[config.mk]
export PLATFORM = sky130hd
export DESIGN_NAME = trigger_level_hyst
export DESIGN_NICKNAME = d
export VERILOG_FILES = /design/src/rtl/trigger_level_hyst.sv
export SDC_FILE = /design/constraint.sdc
export NUM_CORES = 1
export LEC_CHECK = 0
export BUFFER_PORTS_ARGS = -buffer_cell sky130_fd_sc_hd__clkbuf_2
export CAP_MARGIN = 20
export CORE_MARGIN = 4
export CORE_UTILIZATION = 50
export CTS_BUF_LIST = sky130_fd_sc_hd__clkbuf_16
export CTS_CLUSTER_SIZE = 16
export DETAILED_ROUTE_END_ITERATION = 10
export GPL_TIMING_DRIVEN = 0
export PLACE_DENSITY = 0.85
export SLEW_MARGIN = 40
export SYNTH_ARGS = -nofsm -noshare
export SYNTH_HDL_FRONTEND = slang
export SYNTH_SLANG_ARGS = --single-unit
[constraint.sdc]
create_clock -name clk -period 4.9 [get_ports clk]
set_clock_uncertainty 0.05 [all_clocks]
set_input_delay 0.98 -clock clk [delete_from_list [all_inputs] [get_ports clk]]
set_output_delay 0.98 -clock clk [all_outputs]
set_load 0.03 [all_outputs]
[src/rtl/trigger_level_hyst.sv]
// Level/edge trigger with hysteresis re-arm and holdoff for the capture path.
// On a qualifying crossing it latches the DMA address and pulses out_trigger.
module trigger_level_hyst #(
  parameter int DATA_WIDTH      = 16,
  parameter int MEMORY_ADDR_LEN = 32,
  parameter int HOLDOFF_WIDTH   = 16,
  parameter int COUNT_WIDTH     = 16
) (
  input  logic                       clk,
  input  logic                       rst,
  input  logic                       enable,
  input  logic                       single_shot,
  input  logic                       arm,
  input  logic                       edge_sel,
  input  logic [DATA_WIDTH-1:0]      trigger_level,
  input  logic [DATA_WIDTH-1:0]      hysteresis,
  input  logic [HOLDOFF_WIDTH-1:0]   holdoff,
  input  logic                       in_data_valid,
  input  logic [DATA_WIDTH-1:0]      in_data,
  input  logic [MEMORY_ADDR_LEN-1:0] in_dma_master_address,
  output logic                       out_trigger,
  output logic [MEMORY_ADDR_LEN-1:0] out_data_offset,
  output logic [COUNT_WIDTH-1:0]     trigger_count,
  output logic [1:0]                 state
);

  typedef enum logic [1:0] {
    S_IDLE    = 2'd0,
    S_ARMING  = 2'd1,
    S_ARMED   = 2'd2,
    S_HOLDOFF = 2'd3
  } state_t;

  localparam int CW = DATA_WIDTH + 2;

  state_t                     state_q, state_d;
  logic [DATA_WIDTH-1:0]      level_q, level_d;
  logic [DATA_WIDTH-1:0]      hyst_q, hyst_d;
  logic                       edge_q, edge_d;
  logic [HOLDOFF_WIDTH-1:0]   hold_cnt_q, hold_cnt_d;
  logic                       trig_q, trig_d;
  logic [MEMORY_ADDR_LEN-1:0] offset_q, offset_d;
  logic [COUNT_WIDTH-1:0]     count_q, count_d;
  logic                       enter_arming;

  // Two guard bits: level -/+ an unsigned hysteresis can never overflow.
  logic signed [CW-1:0] data_x, level_x, hyst_x, lo_x, hi_x;
  logic                 rearm_hit, fire_hit;

  always_comb begin
    data_x    = {{2{in_data[DATA_WIDTH-1]}}, in_data};
    level_x   = {{2{level_q[DATA_WIDTH-1]}}, level_q};
    hyst_x    = {2'b00, hyst_q};
    lo_x      = level_x - hyst_x;
    hi_x      = level_x + hyst_x;
    rearm_hit = edge_q ? (data_x > hi_x) : (data_x < lo_x);
    fire_hit  = edge_q ? (data_x <= level_x) : (data_x >= level_x);
  end

  // NOTE: every signal written here gets its default first, so no path
  // through the case leaves one unassigned and no latch is inferred.
  always_comb begin
    state_d      = state_q;
    level_d      = level_q;
    hyst_d       = hyst_q;
    edge_d       = edge_q;
    hold_cnt_d   = hold_cnt_q;
    trig_d       = 1'b0;
    offset_d     = offset_q;
    count_d      = count_q;
    enter_arming = 1'b0;

    if (!enable) begin
      state_d = S_IDLE;
    end else begin
      unique case (state_q)
        S_IDLE: begin
          if (arm || !single_shot) begin
            state_d      = S_ARMING;
            enter_arming = 1'b1;
            if (arm) count_d = '0;
          end
        end
        S_ARMING: begin
          if (in_data_valid && rearm_hit) state_d = S_ARMED;
        end
        S_ARMED: begin
          if (in_data_valid && fire_hit) begin
            state_d    = S_HOLDOFF;
            trig_d     = 1'b1;
            offset_d   = in_dma_master_address;
            hold_cnt_d = holdoff;
            if (count_q != '1) count_d = count_q + 1'b1;
          end
        end
        S_HOLDOFF: begin
          if (hold_cnt_q == '0) begin
            state_d      = single_shot ? S_IDLE : S_ARMING;
            enter_arming = !single_shot;
          end else if (in_data_valid) begin
            hold_cnt_d = hold_cnt_q - 1'b1;
          end
        end
        default: state_d = S_IDLE;
      endcase
    end

    // Config is frozen for the whole arm/fire/holdoff cycle.
    if (enter_arming) begin
      level_d = trigger_level;
      hyst_d  = hysteresis;
      edge_d  = edge_sel;
    end
  end

  // NOTE: state registers use non-blocking assignments so every flop samples
  // the pre-edge values of the others, independent of statement order.
  always_ff @(posedge clk or posedge rst) begin
    if (rst) begin
      state_q    <= S_IDLE;
      level_q    <= '0;
      hyst_q     <= '0;
      edge_q     <= 1'b0;
      hold_cnt_q <= '0;
      trig_q     <= 1'b0;
      offset_q   <= '0;
      count_q    <= '0;
    end else begin
      state_q    <= state_d;
      level_q    <= level_d;
      hyst_q     <= hyst_d;
      edge_q     <= edge_d;
      hold_cnt_q <= hold_cnt_d;
      trig_q     <= trig_d;
      offset_q   <= offset_d;
      count_q    <= count_d;
    end
  end

  assign out_trigger     = trig_q;
  assign out_data_offset = offset_q;
  assign trigger_count   = count_q;
  assign state           = state_q;

endmodule

[Word level (Yosys, flattened, before mapping)]
Index checks and enable logic that the tools add are counted.
Cells by class
  $add $sub $neg: 4
  reductions and logical operators: 12
  equal/unequal tests: 14
  mux-type cells: 25
  $lt $le $gt $ge: 4
Operators with widths (count)
  $mux W16: 7
  $pmux W16 S2: 2
  $add A16 B17 Y18: 1
  $gt A16 B18 Y1: 1
  $lt A16 B18 Y1: 1
  $sub A16 B17 Y18: 1
  $add A16 B1 Y16 const B: 1
  $ge A16 B16 Y1: 1
  $le A16 B16 Y1: 1
  $logic_not A16 Y1: 1
  $ne A16 B16 Y1 const B: 1
  $sub A16 B1 Y16 const B: 1
  $ne A2 B2 Y1 const B: 6
  $ne A3 B3 Y1 const B: 4
  $mux W2: 5
  $mux W1: 9
  $pmux W2 S4: 1
  $reduce_and A6 Y1: 1
  $reduce_and A5 Y1: 1
  $eq A2 B2 Y1 const B: 2
  $reduce_and A4 Y1: 1
  $reduce_bool A2 Y1: 2
  $reduce_and A3 Y1: 1
  $eq A2 B1 Y1 const B: 1
  5 further kinds: 6
Storage, ports and cells
  output and inout port bits: 51
  flip-flop bits (word level): 100
  word-level logic and storage cells: 67
  input bits: 103

[Depth between registers and ports, before layout]
Gate-level depths: netlist of the first run.
  depth after elaboration: 7
  gate-level depth with buffers: 20
  mapped depth without buffers: 20

[Worst setup path before layout of the first run]
No wires, ideal clock.
  path type: register to register
  start: register level_q[0]
  end: register state_q[0], in the netlist state[0]
  buffers on the path: 0
  library setup time: 0.100 ns
  data arrival time: 4.089 ns
  required time: 4.750 ns
  period minus slack after synthesis: 4.240 ns
  stages on the path, launching flop included: 21
  setup slack: 0.660 ns
  cell sequence: dfrtp_1 ha_1 inv_1 fa_1 or2_2 a221oi_1 o21ba_2 a211o_1 a31oi_1 o21ai_0 a21oi_1 xnor2_1 ha_1 and4_1 nand4_1 o311a_1 nand2_1 mux2i_1 a311oi_1 nor4bb_1 nor4bb_1
On the way
  word-level cells in the longest chain between the ends: 6
  elaborated cells on any way between the ends: 13
  classes of those cells: add/sub: 2; order compare: 4; eq/ne: 2; mux: 2; reduce/logical: 3
RTL lines
  from (decl): line 37  | logic [DATA_WIDTH-1:0] level_q, level_d;
  from (signal assigned): line 130  | level_q <= level_d;
  $sub A16 B17 Y18 or $add A16 B17 Y18 (tied branches): line 54, 55
  $lt A16 B18 Y1 or $gt A16 B18 Y1 (tied branches): line 56  | rearm_hit = edge_q ? (data_x > hi_x) : (data_x < lo_x);
  $mux W1: line 56
  $logic_and A1 B1 Y1: line 85  | if (in_data_valid && rearm_hit) state_d = S_ARMED;
  $ne A3 B3 Y1 (no source line)
  $reduce_and A4 Y1 (no source line) *
  to (signal assigned): line 129  | state_q <= state_d;
  to (decl): line 36  | state_t state_q, state_d;
Mark *: on every way between the ends. The rest lies on a longest branch, timed or not.
A chain may end at the register's enable or synchronous reset.

[Worst setup path in the final report of the first run]
Ends and elaborated chain as after synthesis.

==> results of run 1 <==
## cell type report
class / count / area [um2]
multi-input cells: 585 / 4630
clock buffers: 9 / 225
flip-flops and latches: 100 / 2500
fillers: 1252 / 5730
inverters: 72 / 278
repair buffers: 155 / 801
plain buffers: 29 / 163
well taps: 184 / 230
clock inverters: 7 / 86.3
## critical path, cell delays in order, from the launching register on
cell	delay (ns)
dfrtp_1	0.40
ha_1	0.19
inv_1	0.05
fa_1	0.40
or2_2	0.35
a221oi_4	0.29
o21ba_4	0.20
a211o_1	0.14
a31oi_1	0.13
o21ai_1	0.19
a21oi_1	0.13
xnor2_1	0.15
ha_1	0.30
and4_4	0.24
nand4_1	0.15
a31o_2	0.25
o211ai_1	0.11
mux2i_1	0.26
a311oi_2	0.08
o21ai_0	0.18
nor4bb_1	0.30
## cell families (layout without fill, tap and decap cells)
kind of cell    after synthesis  count (layout)  synth area share
simple gates                220             220             0.161
compound gates              174             174             0.157
buf+inv                     101             272            0.0575
flops                       100             100             0.332
fa+ha+maj                    93              93             0.157
mux                          68              68             0.101
xor+xnor                     30              30            0.0349
## through the flow
step | setup WS (ns) | power (mW) | utilization | instances
2_1_floorplan | 0.660 | 4.91 | - | 786
3_3_place_gp | 0.0223 | 5.75 | 0.582 | 1123
3_5_place_dp | 0.0151 | 5.94 | 0.585 | 1124
4_1_cts | 0.0789 | 6.74 | 0.607 | 1140
5_1_grt | -0.0297 | 7.44 | 0.609 | 1141
6_report | 0.251 | 6.79 | 0.609 | 1141
## worst paths after layout
kind | startpoint | to | slack [ns] | cells past startpoint
setup / recovery | level_q[0] | state[0] | 0.25 | 20
hold / removal | out_data_offset[9] | out_data_offset[9] | 0.46 | 1
setup reg to reg | level_q[0] | state[0] | 0.25 | 20
hold reg to reg | out_data_offset[9] | out_data_offset[9] | 0.46 | 1
max in group asynchronous | rst | hyst_q[11] | 3.66 | 3
min in group asynchronous | rst | out_data_offset[16] | 0.55 | 2
## cells in the mapped netlist, types with 3 or more instances
cell type / n
dfrtp_1: 100
ha_1: 91
inv_1: 72
mux2_2: 65
a21oi_1: 58
nand2_1: 51
nor2_1: 38
o21ai_0: 33
xnor2_1: 24
nor3_1: 19
nand3_1: 17
clkbuf_1: 16
nand4_1: 14
or3_1: 13
nor2b_1: 12
a21o_1: 8
nand2b_1: 8
o31ai_1: 8
a221oi_2: 7
or2_2: 7
a211oi_1: 6
a31oi_1: 6
xor2_1: 6
and3_1: 5
and2_1: 4
buf_1: 4
buf_6: 4
nor4_1: 4
o211ai_1: 4
o21ai_1: 4
o21bai_1: 4
or3_4: 4
a211o_1: 3
a221oi_1: 3
and4_1: 3
buf_2: 3
mux2i_1: 3
nand4b_1: 3
nor3b_1: 3
o22a_1: 3
## sequential cells by signal, indices dropped and copies added, names as in the netlist
register,cells
hold_cnt_q,16
level_q,16
out_trigger,1
trigger_count,16
out_data_offset,32
hyst_q,16
edge_q,1
state,2
## power by group
group	internal [mW]	switching [mW]	leakage [nW]	total, mW
combinational	2.03	2.57	2.95	4.60
clock	0.366	0.367	0.151	0.733
sequential	1.16	0.302	1.25	1.46
total	3.55	3.24	4.35	6.79
## timing repair
item / CTS / global route
endpoints found under the setup margin: 1 / 2
cloned: 0 / 0
pin swaps: 0 / 5
resized for setup: 2 / 4
buffers inserted: 0 / 1
## routing by layer
metal,GRT usage,vias to the layer above
li1,-,3164
met1,0.273,3043
met2,0.374,182
met3,0.0439,29
met4,0.0659,2
met5,0,-
==> impl_metrics.toml, run 1 <==
[clock_network]
cts_root_buffer = "clkbuf_16"
insertion_delay_ns = 0.36
cts_hold_buf = 0
cts_buffers = 9
cts.path.max_buffers = 2
cts.sinks = 100
clk_pin_slew_worst_paths_ns = 0.08
tritoncts = "done"
h-tree-depth = 3

[drt]
drt-initial-drc-count = 288
drt_pre_antenna_iters = 5
routed_via_density = 5.63
wl_per_cell_um = 15.9
wl_met3_um = 899
drcViolationCount = 0
vias = 6420
wl_met1_um = 7860
met2_length_um = 9010
top_layer_used = "met5"
ant_nets = 0
drt-total-wl_um = 18200

[synthesis]
ys_warn_count = 0
synth_area_leaders = "dfrtp_1 (33%), ha_1 (15%), mux2_2 (9.7%), a21oi_1 (3.9%), inv_1 (3.6%)"
synthCells = 786
synth_top_area_frac = 0.332
syn_nets = 982
synth_ff_type = "dfrtp_1"
yosysSeqAreaShare = 0.332
synth_area_mm2 = 0.00753
synth_top_area_cell = "dfrtp_1"
ys_ff_latch = 100
synth_cell_types = 75
avgSynthCellArea_um2 = 9.58
synth_edf_count = 0
ys_async_sr_fraction = 1.00

[global_route]
antenna_found_initial = 1
grt_use_total = 0.216
grt_max_degree = 53
overflow = 0
grt_pass1_vias = 6266
grt_pass1_wl_um = 29400

[floorplan]
io_pins = 154
die_h_um = 131
core_area_mm2 = 0.0146
start_util = 0.514
rows = 44
die_area_mm2 = 0.0171
die_w_um = 131

[pwr]
pwr_density_cell_mw_per_mm2 = 762
power_leakage_nw = 4.35
irDropWorstVdd_v = 0.000361

[sta]
final_hold_viol_count = 0
max_freq_mhz = 215
worst_pin_slew_ns = 0.692
fin_crit_ns = 4.65
finalMaxSlewViolations = 0
slew_headroom = 0.538
hold-worst-slack_ns = 0.461
finalSetupTns_ns = 0
setup_viol = 0
post-route-period-util = 0.949

[placement]
dpl-instance-area_mm2 = 0.00856
hpwl_um = 14100
gp_congestion = 0.911
io_buffers = 153

[status]
run_status = "finished clean"

[finish]
drive_gt1_frac = 0.293
stdcell_area_mm2 = 0.00891
final_common_cell = "clkbuf_2"
diodes = 0
most-common-layout-cells = "clkbuf_2 (153), dfrtp_1 (100), ha_1 (91)"
fin_nets = 1148
synthToLayoutAreaGrowth_pct = 18.4

[min_path]
hold_class = "register to register"

[critical_path]
path_class = "register to register"
end_kind = "register"
path_max_fanout = 4
crit_path_start_kind = "register"
crit_arrival_ns = 4.86
required_ns = 5.11

[flow_run]
drv_cap = 0
(Power assumes the default switching activity.)
==> run 2: changes to the inputs <==
--- a/config.mk
+++ b/config.mk
@@ -5,6 +5,7 @@
 export SDC_FILE = /design/constraint.sdc
 export NUM_CORES = 1
 export LEC_CHECK = 0
+export ABC_AREA = 1
 export BUFFER_PORTS_ARGS = -buffer_cell sky130_fd_sc_hd__clkbuf_2
 export CAP_MARGIN = 20
 export CORE_MARGIN = 4
==> constraint.sdc (replaced) <==
create_clock -name clk -period 5.4 [get_ports clk]
set_clock_uncertainty 0.05 [all_clocks]
set_input_delay 1.08 -clock clk [delete_from_list [all_inputs] [get_ports clk]]
set_output_delay 1.08 -clock clk [all_outputs]
set_load 0.03 [all_outputs]
==> impl_metrics.toml, run 2 <==
[critical_path]
crit_arrival_ns = 4.54
critPathBufInv = 2
path_max_fanout = 4
critPathSlowestCell = "fa_1"
cp_slowest_stage_delay_ns = 0.43
r2r_cells = 28
r2r_start = "level_q[0]"
path_delay_family = "simple AND/OR/NAND/NOR gates"
reg2reg_slack_ns = 1.05
cpMostUsedCell = "nand2_1"
end_kind = "register"
path_class = "register to register"
required_ns = 5.58
timing.rr.end = "state[0]"
crit_path_start_kind = "register"

[sta]
fin_crit_ns = 4.35
rsz0062_at_grt = "false"
setup_viol = 0
finalMaxSlewViolations = 0
max_freq_mhz = 230
finalSetupTns_ns = 0
worst_pin_slew_ns = 0.491
post-route-period-util = 0.806
final_hold_viol_count = 0
slew_headroom = 0.673

[synthesis]
synthCells = 1043
synth_edf_count = 0
synth_area_mm2 = 0.00768
synth_ff_type = "dfrtp_1"
syn_nets = 1239
synth_area_leaders = "dfrtp_1 (33%), ha_1 (15%), nand2_1 (14%), inv_1 (5.7%), a21oi_1 (5.4%)"
synth_cell_types = 45
avgSynthCellArea_um2 = 7.37
synth_top_area_frac = 0.326
yosys-top-cells-count = "nand2_1 (283), inv_1 (117), dfrtp_1 (100), nor2_1 (96), ha_1 (91)"
yosysSeqAreaShare = 0.326
ys_async_sr_fraction = 1.00
ys_warn_count = 0
ys_ff_latch = 100
synthMostInstantiatedCell = "nand2_1"
synth_top_area_cell = "dfrtp_1"

[floorplan]
io_pins = 154
rows = 45
die_h_um = 132
die_w_um = 132
die_area_mm2 = 0.0174
core_area_mm2 = 0.0151
start_util = 0.507

[pwr]
pwr_density_cell_mw_per_mm2 = 676
power.total_mw = 6.09
irDropWorstVdd_v = 0.000317
power_leakage_nw = 4.88

[clock_network]
insertion_delay_ns = 0.35
cts_root_buffer = "clkbuf_16"
cts_resized = 0
cts_hold_buf = 0
h-tree-depth = 3
post_cts_buffers = 0
clk_pin_slew_worst_paths_ns = 0.08
cts.sinks = 100
cts_buffers = 9
tritoncts = "done"
cts.path.max_buffers = 2

[drt]
routed_via_density = 5.25
drt_pre_antenna_iters = 5
ant_nets = 0
drt-initial-drc-count = 502
drcViolationCount = 0
drt-total-wl_um = 20400
wl_per_cell_um = 14.6
vias = 7353

[global_route]
grt_pass1_vias = 7286
overflow = 0
grt_use_total = 0.233
grt_pass1_wl_um = 33600
antenna_found_initial = 0
grt_max_degree = 59

[finish]
largest_reg_flops = 32
fin_nets = 1403
diodes = 0
drive_gt1_frac = 0.182
final_common_cell = "nand2_1"
synthToLayoutAreaGrowth_pct = 17.1
most-common-layout-cells = "nand2_1 (283), clkbuf_2 (152), inv_1 (116)"

[min_path]
hold_class = "register to register"
hp-start = "out_data_offset[21]"
hold_path_end = "out_data_offset[21]"
hold_depth = 2

[flow_run]
drv_cap = 0

[placement]
gp_congestion = 0.940
io_buffers = 152
hpwl_um = 16700

[status]
run_status = "finished clean"
==> run 2: cell types whose count changed in the layout (fill, tap and decap cells not counted), moves of 21 or more <==
cell / previous run / this run
a21oi_1: 58 / 83
inv_1: 71 / 116
mux2_2: 65 / 0
nand2_1: 51 / 283
nand3_1: 17 / 49
nor2_1: 38 / 96
xnor2_1: 24 / 3
xor2_1: 6 / 39
==> run 2: where the power goes <==
part / internal (mW) / leakage (nW) / switching [mW]
clock network: 0.320 / 0.138 / 0.305
registers: 1.05 / 1.23 / 0.226
logic: 1.52 / 3.51 / 2.66
==> run 2: worst max path at each step <==
stage	depth (start not counted)	slack [ns]	end	startpoint
finish	28	1.05	state[0]	level_q[0]
global placement	2	0.46	level_q[1]	rst
CTS	28	1.15	state[0]	level_q[0]
floorplan	1	1.65	edge_q	rst
detailed placement	28	1.19	state[0]	level_q[0]
global route	28	0.67	state[0]	level_q[0]
==> run 2: kinds of logic after synthesis <==
| family | after synthesis | share of synthesized area |
|---|---|---|
| xor+xnor | 42 | 0.0479 |
| simple gates | 473 | 0.255 |
| buf+inv | 153 | 0.0837 |
| compound gates | 180 | 0.131 |
| mux | 2 | 0.00326 |
| flops | 100 | 0.326 |
| fa+ha+maj | 93 | 0.153 |
==> run 2: per-stage QoR <==
step / hold WS (ns) / util / area, um2 / setup WS [ns] / cells
global route: 0.452 / 0.594 / 9000 / 0.670 / 1400
detailed placement: 0.414 / 0.575 / 8710 / 1.19 / 1384
CTS: 0.433 / 0.594 / 9000 / 1.15 / 1400
finish: 0.433 / 0.594 / 9000 / 1.05 / 1400
global placement: 0.413 / 0.573 / 8680 / 0.455 / 1383
floorplan: 0.403 / - / 7680 / 1.65 / 1043
==> run 2: cell type report <==
type / instances / area, um2
Sequential cell: 100 / 2500
Inverter: 118 / 450
Clock inverter: 7 / 58.8
Fill cell: 1383 / 6150
Tap cell: 188 / 235
Timing Repair Buffer: 153 / 788
Clock buffer: 9 / 225
Buffer: 35 / 200
Multi-Input combinational cell: 790 / 4540
==> run 2: routing by layer <==
layer,part of all wire,global-route usage
met5,0,0
met4,0.027,0.0729
met3,0.062,0.0344
met2,0.48,0.407
met1,0.43,0.298
==> run 2: worst reg2reg max path, delay by kind of cell (launching register included) <==
family	cells	cell delay [ns]
buffers and inverters	2	0.21
DFF	1	0.42
AOI/OAI and AO/OA	5	1.11
adders and majority gates	3	0.86
and+or+nand+nor	18	1.60
==> run 3: changes to the inputs <==
--- a/config.mk
+++ b/config.mk
@@ -5,7 +5,7 @@
 export SDC_FILE = /design/constraint.sdc
 export NUM_CORES = 1
 export LEC_CHECK = 0
-export ABC_AREA = 1
+export ABC_AREA = 0
 export BUFFER_PORTS_ARGS = -buffer_cell sky130_fd_sc_hd__clkbuf_2
 export CAP_MARGIN = 20
 export CORE_MARGIN = 4
@@ -14,7 +14,7 @@
 export CTS_CLUSTER_SIZE = 16
 export DETAILED_ROUTE_END_ITERATION = 10
 export GPL_TIMING_DRIVEN = 0
-export PLACE_DENSITY = 0.85
+export PLACE_DENSITY = 0.88
 export SLEW_MARGIN = 40
 export SYNTH_ARGS = -nofsm -noshare
 export SYNTH_HDL_FRONTEND = slang
==> constraint.sdc (replaced) <==
create_clock -name clk -period 3.6 [get_ports clk]
set_clock_uncertainty 0.05 [all_clocks]
set_input_delay 0.72 -clock clk [delete_from_list [all_inputs] [get_ports clk]]
set_output_delay 0.72 -clock clk [all_outputs]
set_load 0.03 [all_outputs]
==> impl_metrics.toml, run 3 (synthesized netlist as in run 1, its figures left out) <==
[critical_path]
path_max_fanout = 3
reg2reg_slack_ns = -0.85
required_ns = 3.82
crit_path_start_kind = "register"
crit_arrival_ns = 4.66
path_class = "register to register"
r2r_cells = 20
r2r_start = "level_q[0]"
end_kind = "register"
timing.rr.end = "state[0]"

[pwr]
pwr_density_cell_mw_per_mm2 = 1060
power_leakage_nw = 4.41
irDropWorstVdd_v = 0.000543

[sta]
fin_crit_ns = 4.45
setup_viol = 2
rsz0062_at_grt = "true"
worst_pin_slew_ns = 0.741
fin_ws_ns = -0.847
max_freq_mhz = 225
slew_headroom = 0.506
finalMaxSlewViolations = 0
post-route-period-util = 1.24
final_hold_viol_count = 0

[global_route]
antenna_found_initial = 1
grt_use_total = 0.227
grt_max_degree = 65
grt_pass1_vias = 6635
overflow = 0
grt_pass1_wl_um = 31200

[clock_network]
cts_root_buffer = "clkbuf_16"
cts_buffers = 9
cts_hold_buf = 0
cts.path.max_buffers = 2
insertion_delay_ns = 0.36
h-tree-depth = 3
cts.sinks = 100
tritoncts = "done"
clk_pin_slew_worst_paths_ns = 0.08

[finish]
fin_nets = 1158
most-common-layout-cells = "clkbuf_2 (153), dfrtp_1 (100), ha_1 (90)"
synthToLayoutAreaGrowth_pct = 20.1
drive_gt1_frac = 0.314
fin_util = 0.618
final_common_cell = "clkbuf_2"
largest_reg_flops = 32

[drt]
drt_pre_antenna_iters = 5
met2_length_um = 9210
wl_per_cell_um = 16.5
top_layer_used = "met4"
vias = 6585
drcViolationCount = 0
wl_met1_um = 8050
drt-initial-drc-count = 355
ant_nets = 0
drt-total-wl_um = 19000
routed_via_density = 5.72
wl_met3_um = 1170

[status]
violations = "setup timing"
run_status = "complete, but fails checks"

[floorplan]
io_pins = 154
rows = 44
die_w_um = 131
start_util = 0.514
die_h_um = 131
die_area_mm2 = 0.0171
core_area_mm2 = 0.0146

[placement]
io_buffers = 153
gp_congestion = 0.892
hpwl_um = 14500
place_ws_ns = -0.877

[flow_run]
drv_cap = 0

[min_path]
hold_class = "input pin to async pin"
==> run 3: changes by cell type in the layout (fill, tap and decap cells not counted), moves of 18 or more <==
cell / change
nor2_1: -58
xnor2_1: +21
a21oi_1: -28
inv_1: -45
nand3_1: -32
xor2_1: -33
o21ai_0: -18
mux2_2: +65
nand2_1: -232
==> run 3: per-stage QoR <==
step	TNS, ns	hold slack (ns)	total power, mW	area (um2)	std cells
finish	-1.53	0.267	9.58	9040	1152
global route	-1.85	0.277	10.5	9040	1152
CTS	-1.34	0.269	9.33	8970	1147
detailed placement	-5.58	0.445	8.14	8590	1124
global placement	-104.39	0.440	7.85	8550	1123
floorplan	-0.441	0.419	6.73	7560	786
==> run 3: timing repair <==
action                     CTS  global route
resized for setup            5             9
setup buffers                8             6
pin swaps                    7             7
setup endpoints to repair    2             2
==> run 3: worst max path at each step <==
stage / endpoint / from / cells past startpoint
floorplan: state[0] / level_q[0] / 20
global placement: level_q[9] / rst / 2
detailed placement: state[0] / level_q[0] / 20
CTS: state[0] / hyst_q[0] / 20
global route: state[0] / hyst_q[0] / 20
finish: state[0] / level_q[0] / 20
==> run 3: critical path: stages, from the launching register on <==
cell and delay (ns):
dfrtp_1 0.36, ha_2 0.19, inv_2 0.04, fa_2 0.33, or2_4 0.28, a221oi_4 0.30, o21ba_4 0.19, a211o_1 0.20
a31oi_4 0.11, o21ai_2 0.17, a21oi_2 0.08, xnor2_1 0.14, ha_1 0.31, and4_1 0.20, nand4_1 0.13, o311a_1 0.34
nand2_1 0.10, mux2i_2 0.08, a311oi_2 0.37, nor4bb_2 0.11, nor4bb_2 0.29
==> run 3: where the power goes <==
| group | internal, mW | switching (mW) | leakage [nW] | total (mW) |
|---|---|---|---|---|
| combinational | 2.98 | 3.66 | 3.01 | 6.64 |
| sequential | 1.57 | 0.398 | 1.25 | 1.97 |
| clock | 0.489 | 0.485 | 0.148 | 0.974 |
| total | 5.04 | 4.54 | 4.41 | 9.58 |
==> run 3: final cells by class <==
cell class / instances / area, um2
Antenna cell: 1 / 2.50
Multi-Input combinational cell: 585 / 4690
Sequential cell: 100 / 2500
Clock inverter: 7 / 68.8
Fill cell: 1215 / 5600
Inverter: 72 / 278
Timing Repair Buffer: 168 / 898
Buffer: 26 / 151
Tap cell: 184 / 230
Clock buffer: 9 / 225
==> run 3: metal layers <==
layer	global-route usage	vias to the layer above
li1	-	3173
met1	0.284	3145
met2	0.377	225
met3	0.0606	42
met4	0.0817	0
met5	0	-
